===== config.mk =====
export PLATFORM = sky130hd
export DESIGN_NAME = mem_port_arbiter
export DESIGN_NICKNAME = d
export VERILOG_FILES = /design/src/rtl/mem_port_arbiter.sv
export SDC_FILE = /design/constraint.sdc
export NUM_CORES = 1
export LEC_CHECK = 0
export ABC_CLOCK_PERIOD_IN_PS = 1900
export BUFFER_PORTS_ARGS = -buffer_cell sky130_fd_sc_hd__buf_2
export CAP_MARGIN = 10
export CORE_AREA = 2 2 78 80
export DETAILED_ROUTE_END_ITERATION = 10
export DIE_AREA = 0 0 80 82
export PLACE_DENSITY = 0.66
export SYNTH_ARGS = -nofsm -noshare
export SYNTH_HDL_FRONTEND = slang
export SYNTH_SLANG_ARGS = --single-unit

===== constraint.sdc =====
create_clock -name clk -period 1.9 [get_ports clk]
set_input_delay 0.285 -clock clk [delete_from_list [all_inputs] [get_ports clk]]
set_output_delay 0.285 -clock clk [all_outputs]
set_load 0.02 [all_outputs]

===== src/rtl/mem_port_arbiter.sv =====
// mem_port_arbiter: two-requester round-robin arbiter for a single memory port.
//   Parameter: TIMEOUT_CYCLES (1..255) owned cycles without done before forced release.
//   Macro: ARB_TIMEOUT_EN enables the ownership watchdog; without it timeout is tied 0.
//   Inputs : clk, rst_n (async active-low), req0/req1, addr0/addr1, wdata0/wdata1, done.
//   Outputs: gnt0/gnt1, mem_req, sel (registered); mem_addr/mem_wdata (comb mux by sel);
//            timeout (one-cycle pulse on watchdog release).
module mem_port_arbiter #(
  parameter int TIMEOUT_CYCLES = 15
) (
  input  logic        clk,
  input  logic        rst_n,
  input  logic        req0,
  input  logic        req1,
  input  logic [31:0] addr0,
  input  logic [31:0] addr1,
  input  logic [31:0] wdata0,
  input  logic [31:0] wdata1,
  input  logic        done,
  output logic        gnt0,
  output logic        gnt1,
  output logic        mem_req,
  output logic [31:0] mem_addr,
  output logic [31:0] mem_wdata,
  output logic        sel,
  output logic        timeout
);
  typedef enum logic [1:0] {IDLE, OWN0, OWN1} state_e;
  if (TIMEOUT_CYCLES < 1 || TIMEOUT_CYCLES > 255) begin : g_bad_timeout
    $error("TIMEOUT_CYCLES must be in 1..255");
  end
  state_e state_q, state_d;
  logic   sel_q, sel_d, last_q, last_d;
  logic   gnt0_q, gnt1_q, mem_req_q, timeout_q;
  logic   owned, pick1, grant, wd_fire;
  // last_q=1 means port 1 was served last, so port 0 wins a tie
  always_comb begin
    owned   = state_q != IDLE;
    pick1   = req1 & (~req0 | ~last_q);
    grant   = ~owned & (req0 | req1);
    state_d = owned ? ((done | wd_fire) ? IDLE : state_q) : (pick1 ? OWN1 : (req0 ? OWN0 : IDLE));
    sel_d   = grant ? pick1 : sel_q;
    last_d  = grant ? pick1 : last_q;
  end
`ifdef ARB_TIMEOUT_EN
  logic [7:0] cnt_q, cnt_d;
  // Counter sits at 0 in IDLE, so it is already clear on entry to ownership
  always_comb begin
    cnt_d   = owned ? cnt_q + 8'd1 : 8'd0;
    wd_fire = owned & ~done & (cnt_d == 8'(TIMEOUT_CYCLES));
  end
`else
  assign wd_fire = 1'b0;
`endif
  always_ff @(posedge clk or negedge rst_n) begin
    if (!rst_n) begin
      state_q   <= IDLE;
      sel_q     <= 1'b0;
      last_q    <= 1'b1;
      gnt0_q    <= 1'b0;
      gnt1_q    <= 1'b0;
      mem_req_q <= 1'b0;
      timeout_q <= 1'b0;
`ifdef ARB_TIMEOUT_EN
      cnt_q     <= 8'd0;
`endif
    end else begin
      state_q   <= state_d;
      sel_q     <= sel_d;
      last_q    <= last_d;
      gnt0_q    <= state_d == OWN0;
      gnt1_q    <= state_d == OWN1;
      mem_req_q <= state_d != IDLE;
      timeout_q <= wd_fire;
`ifdef ARB_TIMEOUT_EN
      cnt_q     <= cnt_d;
`endif
    end
  end
  assign gnt0      = gnt0_q;
  assign gnt1      = gnt1_q;
  assign mem_req   = mem_req_q;
  assign sel       = sel_q;
  assign timeout   = timeout_q;
  assign mem_addr  = sel_q ? addr1 : addr0;
  assign mem_wdata = sel_q ? wdata1 : wdata0;
endmodule


==> metrics.md, run 1 <==
| Metric | Value |
|---|---|
| Hold Path Cell Cnt | 2 |
| CTS tree | built |
| Die height | 82 um |
| Layout area overhead | 88.1% |
| CP Max Fanout | 40 |
| Comb pwr share | 0.832 |
| Starting DRT DRC Count | 20 |
| Hold Path End | mem_req$_DFF_PN0_ |
| Post-CTS Setup Repair Bufs | 0 |
| RSZ-0062 raised after global routing | false |
| Post-Syn Area | 0.00126 mm^2 |
| Status | finished, final reports clean |
| Nets | 431 |
| Number of cells on the worst reg-to-reg path | 3 |
| Detailed-placement wirelength estimate | 3.83 mm |
| Worst vdd ir | 0.606 mV |
| Most common cell after layout, fill and taps aside | buf_2 |
| Post-route ant nets | 0 |
| Minimum clock period | 1.77 ns |
| Clock network power share | 0.072 |
| Largest net degree at the start of global routing | 41 |
| Footprint of the multi-input gates | 0.00101 mm^2 |
| Slowest-stage cell, CP | dfrtp_4 |
| GRT Total Usage | 0.110 |
| Worst Hold Launch | done |
| # DRC | 0 |
| Syn_nets | 231 |
| Post-synthesis sequential area ratio | 0.139 |
| Crit Path Class | flop to output port |
| Clk Latency, worst-skew pair | 0.24 ns |
| DRT Pass-1 Iters | 4 |
| H-tree depth | 1 |
| Fillers | 584 |
| P_int | 1.64 mW |
| Final critical-path share of the clock period | 0.930 |
| Post-synth cell types | 18 |
| Final hold viol count | 0 |
| Core Rows | 28 |
| Synth top area cells | mux2_4 (58%), mux2_2 (13%), dfrtp_1 (12%), buf_6 (5.3%), dfstp_2 (2.1%) |
| TritonCTS Buffers | 3 |
| # diodes | 0 |
| Critical path capture point type | output port |
| Clk root buf | clkbuf_8 |
| Core area | 0.00575 mm^2 |
| RR Endpoint | last_q$_DFFE_PN1P_ |
| Leading area contributor after synthesis | mux2_4 |
| Delay of the slowest critical-path stage | 0.43 ns |
| DR vias/cell | 4.17 |
| Via count | 1552 |
| Worst R2R Setup Slack | 0.85 ns |
| Switching pwr | 1.44 mW |
| Share of post-route cells with drive strength above 1 | 0.919 |
| Gp weighted congestion | 0.780 |
| Ports | 202 |
| Clock-pin slew on the worst setup and hold paths | 0.04 ns |
| Commonest cells after routing, fill and taps aside | buf_2 (200), mux2_4 (49), mux2_2 (15), dfrtp_1 (5) |
| Sequential cell area | 180 um^2 |
| Leakage power figure | 1.43 nW |
| HP Class | input pin to flop |
| Switch share | 0.468 |
| Share of the synthesized area in the top cell type | 0.582 |
| Initial Util | 0.220 |
| Die area | 0.00656 mm^2 |
| Arrival @ worst endpoint | 1.48 ns |
| Post-Place Cells | 367 |
| Non-filler instance count after layout | 372 |
| Reg power frac | 0.096 |
| Die X-Extent | 80 um |
| CTS max path bufs | 2 |
| GR Overflow Total | 0 |
| CP Cell Sequence | buf_12, mux2_2, buf_2 |
| PD cells | 1300 mW/mm^2 |
| Critical path launch point type | flop |
| YS warnings | 0 |
| Avg WL per Cell | 11.9 um |
| Initial antenna violation count | 0 |
| Total Wirelength | 4.43 mm |
| CP required | 1.62 ns |
| Post-Syn Instances | 98 |
| First-pass GRT wire length | 5.83 mm |
| TNS Setup | 0 ns |
| Synth Register Bits | 7 |
| Avg Cell Area, Syn | 12.9 um^2 |
| Final setup fails | 0 |
| Final Max Slew Viols | 0 |
| Clock sink total | 7 |
| IO Port Bufs | 200 |
| Maxcap violations | 0 |
| Clock skew after layout | 0.00142 ns |
| R2R Path Start | state_q[1]$_DFF_PN0_ |
| Highest Clock Rate | 566 MHz |
| Vias in the first global route | 1357 |
Yosys cell counts (all sizes together):
master,count
mux2,64
buf,8
dfrtp,6
a21oi,3
nand2,3
nand2b,3
a31oi,2
nand3,2
nor2,2
conb,1
dfstp,1
mux2i,1
nand3b,1
o21ai,1
logic make-up after synthesis:
| logic type | share of synthesized area |
|---|---|
| muxes | 0.723 |
| and+or+nand+nor | 0.0455 |
| other | 0.00296 |
| AOI/OAI and AO/OA | 0.0257 |
| DFF | 0.139 |
| buffers and inverters | 0.0633 |
registers in the layout, summed over array words and instances, names as in the netlist:
| register | cells |
|---|---|
| state_q | 2 |
| gnt0 | 1 |
| gnt1 | 1 |
| last_q | 1 |
| mem_req | 1 |
| sel | 1 |
metal layers:
metal  wire [um]  part of all wire  global-route usage  vias to the layer above
li1            -                 -                   -                      759
met1        1590              0.36               0.117                      694
met2        2380              0.54               0.217                       94
met3         409             0.092              0.0143                        5
met4          52             0.012              0.0441                        0
met5           0                 0                   0                        -
metrics by stage:
step / hold slack [ns] / instance area [um^2] / setup slack, ns / power, mW / utilization
2_1_floorplan: -0.0106 / 1260 / 0.466 / 2.26 / -
3_3_place_gp: 0.128 / 2320 / 0.404 / 2.85 / 0.404
3_5_place_dp: 0.133 / 2320 / 0.381 / 2.88 / 0.404
4_1_cts: 0.240 / 2380 / 0.127 / 3.12 / 0.414
5_1_grt: 0.275 / 2380 / 0.0830 / 3.27 / 0.414
6_report: 0.239 / 2380 / 0.133 / 3.09 / 0.414
cell type report:
type                    instances  share of cell area
clock buffers                   3              0.0174
clock inverters                 1             0.00210
multi-input cells              83               0.424
flip-flops and latches          7              0.0757
well taps                      75              0.0394
repair buffers                203               0.442
power groups by stage:
stage / sequential, mW / combinational [mW] / clock, mW
after global routing: 0.308 / 2.73 / 0.230
final: 0.295 / 2.57 / 0.222
after CTS: 0.295 / 2.60 / 0.223
after global placement: 0.290 / 2.56 / 0
after floorplan: 0.322 / 1.94 / 0
after detailed placement: 0.295 / 2.59 / 0
worst max-delay path by stage:
| stage | to | cells past startpoint | slack [ns] | start |
|---|---|---|---|---|
| 4_1_cts | mem_wdata[31] | 3 | 0.13 | sel$_DFFE_PN0P_ |
| 6_report | mem_wdata[31] | 3 | 0.13 | sel$_DFFE_PN0P_ |
| 5_1_grt | mem_wdata[31] | 3 | 0.08 | sel$_DFFE_PN0P_ |
| 3_3_place_gp | mem_wdata[0] | 3 | 0.40 | sel$_DFFE_PN0P_ |
| 3_5_place_dp | mem_wdata[31] | 3 | 0.38 | sel$_DFFE_PN0P_ |
| 2_1_floorplan | mem_addr[0] | 3 | 0.47 | sel$_DFFE_PN0P_ |
worst max-delay path: cells and delay by family, from the launching register on:
family / cells / cell delay, ns
flops: 1 / 0.43
mux: 1 / 0.37
buf+inv: 2 / 0.43
repair_timing:
action	4_1_cts	5_1_grt
endpoints found under the hold margin	6	0
hold buffers	1	0
setup endpoints to repair	0	0
resized for setup	0	0
(Power assumes the default switching activity.)
==> run 2: changes to the inputs <==
- ABC_CLOCK_PERIOD_IN_PS: 1900 -> 1700
- clock period: 1.9 -> 1.7 ns (I/O delays scaled with it)
==> run 2 against run 1 <==
Net effect:
- final cell count grew 0.27%
- sequential power grew 16%
- flip-flop and latch count unchanged
- via count rose by 1.2%
- largest cell class unchanged
- sequential share of layout area down 0.64 points
- combinational power up 28%
- die area unchanged
- first-iteration DRC count grew 45%
- clock skew about the same
- non-clock buffer count up 1
==> metrics.md, run 2 (synthesized netlist as in run 1, its figures left out) <==
| Metric | Value |
|---|---|
| Final setup fails | 0 (unchanged) |
| Initial antenna violation count | 0 (unchanged) |
| Detailed-placement wirelength estimate | 3.88 mm (was 3.83 mm) |
| Die height | 82 um (unchanged) |
| Final hold viol count | 0 (unchanged) |
| R2R Path Start | sel$_DFFE_PN0P_ (was state_q[1]$_DFF_PN0_) |
| GR Overflow Total | 0 (unchanged) |
| CP required | 1.44 ns (was 1.62 ns) |
| CP Max Fanout | 26 (was 40) |
| Die X-Extent | 80 um (unchanged) |
| DR vias/cell | 4.21 (was 4.17) |
| Fillers | 552 (was 584) |
| Core area | 0.00575 mm^2 (unchanged) |
| Hold Path Cell Cnt | 2 (unchanged) |
| Die area | 0.00656 mm^2 (unchanged) |
| Vias in the first global route | 1353 (was 1357) |
| Starting DRT DRC Count | 29 (was 20) |
| Nets | 432 (was 431) |
| P_int | 2.17 mW (was 1.64 mW) |
| Number of cells on the worst reg-to-reg path | 3 (unchanged) |
| Largest net degree at the start of global routing | 41 (unchanged) |
| Arrival @ worst endpoint | 1.44 ns (was 1.48 ns) |
| Share of post-route cells with drive strength above 1 | 0.919 (about the same) |
| Post-Place Cells | 367 (unchanged) |
| CTS max path bufs | 2 (unchanged) |
| Via count | 1571 (was 1552) |
| CTS tree | built (unchanged) |
| TNS Setup | 0 ns (unchanged) |
| Commonest cells after routing, fill and taps aside | buf_2 (170), mux2_4 (49), buf_6 (30), mux2_2 (15), dfrtp_1 (5) (was buf_2 (200), mux2_4 (49), mux2_2 (15), dfrtp_1 (5)) |
| Reg power frac | 0.088 (was 0.096) |
| TritonCTS Buffers | 3 (unchanged) |
| Clk Latency, worst-skew pair | 0.24 ns (about the same) |
| RR Endpoint | sel$_DFFE_PN0P_ (was last_q$_DFFE_PN1P_) |
| # DRC | 0 (unchanged) |
| Worst vdd ir | 0.715 mV (was 0.606 mV) |
| Minimum clock period | 1.70 ns |
| Critical path capture point type | output port (unchanged) |
| Worst Hold Launch | done (unchanged) |
| Largest register FFs | 2 (unchanged) |
| Layout area overhead | 106% (was 88.1%) |
| DRT Pass-1 Iters | 4 (unchanged) |
| Clock sink total | 7 (unchanged) |
| Clk root buf | clkbuf_8 (unchanged) |
| Ports | 202 (unchanged) |
| Critical path launch point type | flop (unchanged) |
| Post-route ant nets | 0 (unchanged) |
| Comb pwr share | 0.849 (was 0.832) |
| Clock-pin slew on the worst setup and hold paths | 0.04 ns (about the same) |
| HP Class | input pin to flop (unchanged) |
| Core Rows | 28 (unchanged) |
| Final core utilization | 0.453 (was 0.414) |
| IO Port Bufs | 200 (unchanged) |
| First-pass GRT wire length | 5.80 mm (was 5.83 mm) |
| H-tree depth | 1 (unchanged) |
| Highest Clock Rate | 588 MHz |
| Status | finished, final reports clean (unchanged) |
| Clock skew after layout | 0.00127 ns (was 0.00142 ns) |
| Total Wirelength | 4.79 mm (was 4.43 mm) |
| Leakage power figure | 1.51 nW (was 1.43 nW) |
| Final critical-path share of the clock period | 1.00 |
| Worst R2R Setup Slack | 0.64 ns (was 0.85 ns) |
| Non-filler instance count after layout | 373 (was 372) |
| Switching pwr | 1.70 mW (was 1.44 mW) |
| Final hold slack | 0.227 ns (was 0.239 ns) |
| Most common cell after layout, fill and taps aside | buf_2 (unchanged) |
| PD cells | 1490 mW/mm^2 (was 1300 mW/mm^2) |
| Top reg by flops | state_q (unchanged) |
| Maxcap violations | 0 (unchanged) |
| Gp weighted congestion | 0.780 (about the same) |
| Avg WL per Cell | 12.8 um (was 11.9 um) |
| # diodes | 0 (unchanged) |
| Final Max Slew Viols | 0 (unchanged) |
| Crit Path Class | flop to output port (unchanged) |
| Initial Util | 0.220 (unchanged) |
| Switch share | 0.440 (was 0.468) |
| GRT Total Usage | 0.110 (about the same) |
| Hold Path End | mem_req$_DFF_PN0_ (unchanged) |
| Clock network power share | 0.063 (was 0.072) |
| RSZ-0062 raised after global routing | true (was false) |
run 2: changes by cell type in the layout (fill, tap and decap cells not counted):
cell,previous run,this run
buf_12,2,1
buf_2,200,170
buf_6,0,30
buf_16,0,1
clkbuf_16,0,1
run 2: power by group through the flow:
stage                     Clock (mW)  Combinational, mW  Sequential, mW
after floorplan                    0               2.17           0.360
after global placement             0               2.86           0.325
after detailed placement           0               2.89           0.331
after CTS                      0.251               2.93           0.334
after global routing           0.259               3.46           0.353
final                          0.244               3.28           0.342
run 2: critical path, stage by stage (launching register included):
cell,delay [ns]
dfrtp_4,0.46
buf_12,0.22
mux2_2,0.35
buf_2,0.16
run 2: cell type report:
cell class	instances	area (um^2)	share of cell area
clock inverters	1	5.00	0.00192
repair buffers	204	1270	0.489
clock buffers	3	41.3	0.0159
well taps	75	93.8	0.0361
flip-flops and latches	7	180	0.0693
multi-input cells	83	1010	0.388
run 2: how the worst max path moves through the flow:
stage               cells past startpoint      endpoint       startpoint
floorplan                               3   mem_addr[0]  sel$_DFFE_PN0P_
global placement                        3  mem_wdata[0]  sel$_DFFE_PN0P_
detailed placement                      3  mem_wdata[2]  sel$_DFFE_PN0P_
CTS                                     3  mem_wdata[2]  sel$_DFFE_PN0P_
global route                            3  mem_addr[31]  sel$_DFFE_PN0P_
finish                                  3  mem_addr[31]  sel$_DFFE_PN0P_
run 2: metal layers:
metal  vias to the layer above  track usage  wire [um]
li1                        764            -          -
met1                       706        0.114       1710
met2                        96        0.213       2570
met3                         5       0.0231        457
met4                         0       0.0492         55
met5                         -            0          0
run 2: what timing repair did:
action                                  in CTS  in global routing
endpoints found under the hold margin        6                  0
gates cloned                                 0                  1
endpoints found under the setup margin      15                 41
hold buffers                                 1                  0
setup buffers                                0                  0
resized for setup                            3                 58
run 2: through the flow:
stage	cell area, um^2	power (mW)	worst slack [ns]
2_1_floorplan	1260	2.53	0.296
3_3_place_gp	2320	3.19	0.234
3_5_place_dp	2320	3.22	0.218
4_1_cts	2390	3.51	-0.0388
5_1_grt	2600	4.07	-0.0569
6_report	2600	3.87	0.000520
==> run 3: changes to the inputs <==
--- a/constraint.sdc
+++ b/constraint.sdc
@@ -3,2 +3,2 @@
 set_output_delay 0.255 -clock clk [all_outputs]
-set_load 0.02 [all_outputs]
+set_load 0.005 [all_outputs]
==> run 3 against run 2 <==
Net effect:
- clock-buffer cell count stayed put
- power is 19% lower
- routed wire length is 2.0% lower
- global-route usage is 0.58 points higher
- final cell count is 0.27% lower
- register-to-register slack hardly changed
- first-iteration DRC count is 38% lower
- setup slack better by 0.013 ns
- combinational power is 22% lower
- worst hold slack worse by 0.0049 ns
- highest routed layer unchanged
==> metrics.md, run 3 (synthesized netlist as in run 1, its figures left out) <==
| Metric | Value |
|---|---|
| Status | finished, final reports clean (unchanged) |
| Die area | 0.00656 mm^2 (unchanged) |
| Largest net degree at the start of global routing | 38 (was 41) |
| Post-CTS Setup Repair Bufs | 0 (unchanged) |
| Core area | 0.00575 mm^2 (unchanged) |
| Final hold viol count | 0 (unchanged) |
| Arrival @ worst endpoint | 1.43 ns (was 1.44 ns) |
| Detailed-placement wirelength estimate | 3.83 mm (was 3.88 mm) |
| First-pass GRT wire length | 6.14 mm (was 5.80 mm) |
| Clk root buf | clkbuf_8 (unchanged) |
| Core Rows | 28 (unchanged) |
| Minimum clock period | 1.69 ns (was 1.70 ns) |
| GRT Total Usage | 0.116 (was 0.110) |
| Top reg by flops | state_q (unchanged) |
| DR vias/cell | 4.16 (was 4.21) |
| Non-filler instance count after layout | 372 (was 373) |
| Critical path launch point type | flop (unchanged) |
| Leakage power figure | 1.50 nW (was 1.51 nW) |
| Starting DRT DRC Count | 18 (was 29) |
| Dpl ws | 0.239 ns (was 0.218 ns) |
| Worst vdd ir | 0.595 mV (was 0.715 mV) |
| RSZ-0062 raised after global routing | true (unchanged) |
| Post-Place Cells | 367 (unchanged) |
| Gp weighted congestion | 0.747 (was 0.780) |
| CP required | 1.44 ns (about the same) |
| DRT Pass-1 Iters | 4 (unchanged) |
| Most common cell after layout, fill and taps aside | buf_2 (unchanged) |
| Final critical-path share of the clock period | 0.992 (was 1.00) |
| Worst Hold Launch | done (unchanged) |
| Crit Path Class | flop to output port (unchanged) |
| Initial Util | 0.220 (unchanged) |
| Ports | 202 (unchanged) |
| GR Overflow Total | 0 (unchanged) |
| IO Port Bufs | 200 (unchanged) |
| Clk Latency, worst-skew pair | 0.23 ns (was 0.24 ns) |
| CTS tree | built (unchanged) |
| Vias in the first global route | 1412 (was 1353) |
| Clock sink total | 7 (unchanged) |
| Total Wirelength | 4.70 mm (was 4.79 mm) |
| Highest Clock Rate | 593 MHz (was 588 MHz) |
| Clock skew after layout | 0.00421 ns (was 0.00127 ns) |
| Final setup fails | 0 (unchanged) |
| Via count | 1549 (was 1571) |
| CTS max path bufs | 2 (unchanged) |
| HP Class | input pin to flop (unchanged) |
| Worst Setup SP | sel$_DFFE_PN0P_ (unchanged) |
| Setup WS post-layout | 0.0135 ns (was 0.000520 ns) |
| Worst R2R Setup Slack | 0.64 ns (about the same) |
| # DRC | 0 (unchanged) |
| Hold Path End | mem_req$_DFF_PN0_ (unchanged) |
| R2R Path Start | sel$_DFFE_PN0P_ (unchanged) |
| Post-route ant nets | 0 (unchanged) |
| CP Max Fanout | 37 (was 26) |
| TritonCTS Buffers | 3 (unchanged) |
| Initial antenna violation count | 0 (unchanged) |
| # diodes | 0 (unchanged) |
| Largest register FFs | 2 (unchanged) |
| Hold Path Cell Cnt | 2 (unchanged) |
| Number of cells on the worst reg-to-reg path | 3 (unchanged) |
| Commonest cells after routing, fill and taps aside | buf_2 (173), mux2_4 (52), buf_6 (27), mux2_2 (12), dfrtp_1 (5) (was buf_2 (170), mux2_4 (49), buf_6 (30), mux2_2 (15), dfrtp_1 (5)) |
| Avg WL per Cell | 12.6 um (was 12.8 um) |
| Nets | 431 (was 432) |
| Critical path capture point type | output port (unchanged) |
| Layout area overhead | 103% (was 106%) |
| H-tree depth | 1 (unchanged) |
| Maxcap violations | 0 (unchanged) |
| PD cells | 1220 mW/mm^2 (was 1490 mW/mm^2) |
| Final Max Slew Viols | 0 (unchanged) |
| TNS Setup | 0 ns (unchanged) |
| Die height | 82 um (unchanged) |
| Share of post-route cells with drive strength above 1 | 0.919 (about the same) |
| Die X-Extent | 80 um (unchanged) |
| Clock-pin slew on the worst setup and hold paths | 0.04 ns (about the same) |
| Fillers | 580 (was 552) |
| RR Endpoint | sel$_DFFE_PN0P_ (unchanged) |
==> run 3: cell count changes in the layout (fill, tap and decap cells not counted) <==
cell,before,now
buf_2,170,173
buf_6,30,27
clkbuf_16,1,0
mux2_2,15,12
mux2_4,49,52
==> run 3: worst max path at each step <==
stage,end,slack [ns],cells after the start
final,mem_wdata[16],0.01,3
after global routing,mem_wdata[16],-0.01,3
after CTS,mem_wdata[16],0.007,3
after detailed placement,mem_addr[31],0.24,3
after global placement,mem_wdata[1],0.26,3
after floorplan,mem_addr[0],0.45,3
==> run 3: power by group <==
group	switching, mW	internal, mW
sequential	0.0669	0.264
combinational	0.922	1.65
clock	0.0819	0.159
==> run 3: worst max-delay path, stage by stage (launching register included) <==
cell and delay [ns]:
dfrtp_4 0.50, buf_16 0.21, mux2_4 0.34, buf_6 0.12
==> run 3: layout make-up <==
class | instances | area (um^2) | share of cell area
Clock buffer | 3 | 41.3 | 0.0161
Timing Repair Buffer | 203 | 1230 | 0.478
Multi-Input combinational cell | 83 | 1020 | 0.397
Clock inverter | 1 | 5.00 | 0.00195
Tap cell | 75 | 93.8 | 0.0365
Sequential cell | 7 | 180 | 0.0702
==> run 3: timing repair <==
action | 4_1_cts | 5_1_grt
hold buffers | 1 | 0
resized for setup | 3 | 28
endpoints found under the hold margin | 6 | 0
setup endpoints to repair | 2 | 28
==> run 3: layer usage <==
layer,track usage,up-vias,part of all wire
li1,-,760,-
met1,0.121,688,0.34
met2,0.240,98,0.56
met3,0.0165,3,0.096
met4,0.0305,0,0.0062
met5,0,-,0
==> run 3: through the flow <==
step	util	power [mW]	instance area, um^2	hold slack, ns
2_1_floorplan	-	1.89	1260	-0.0406
3_3_place_gp	0.404	2.58	2320	0.0937
3_5_place_dp	0.404	2.61	2320	0.100
4_1_cts	0.417	2.91	2390	0.219
5_1_grt	0.447	3.35	2570	0.232
6_report	0.447	3.14	2570	0.222
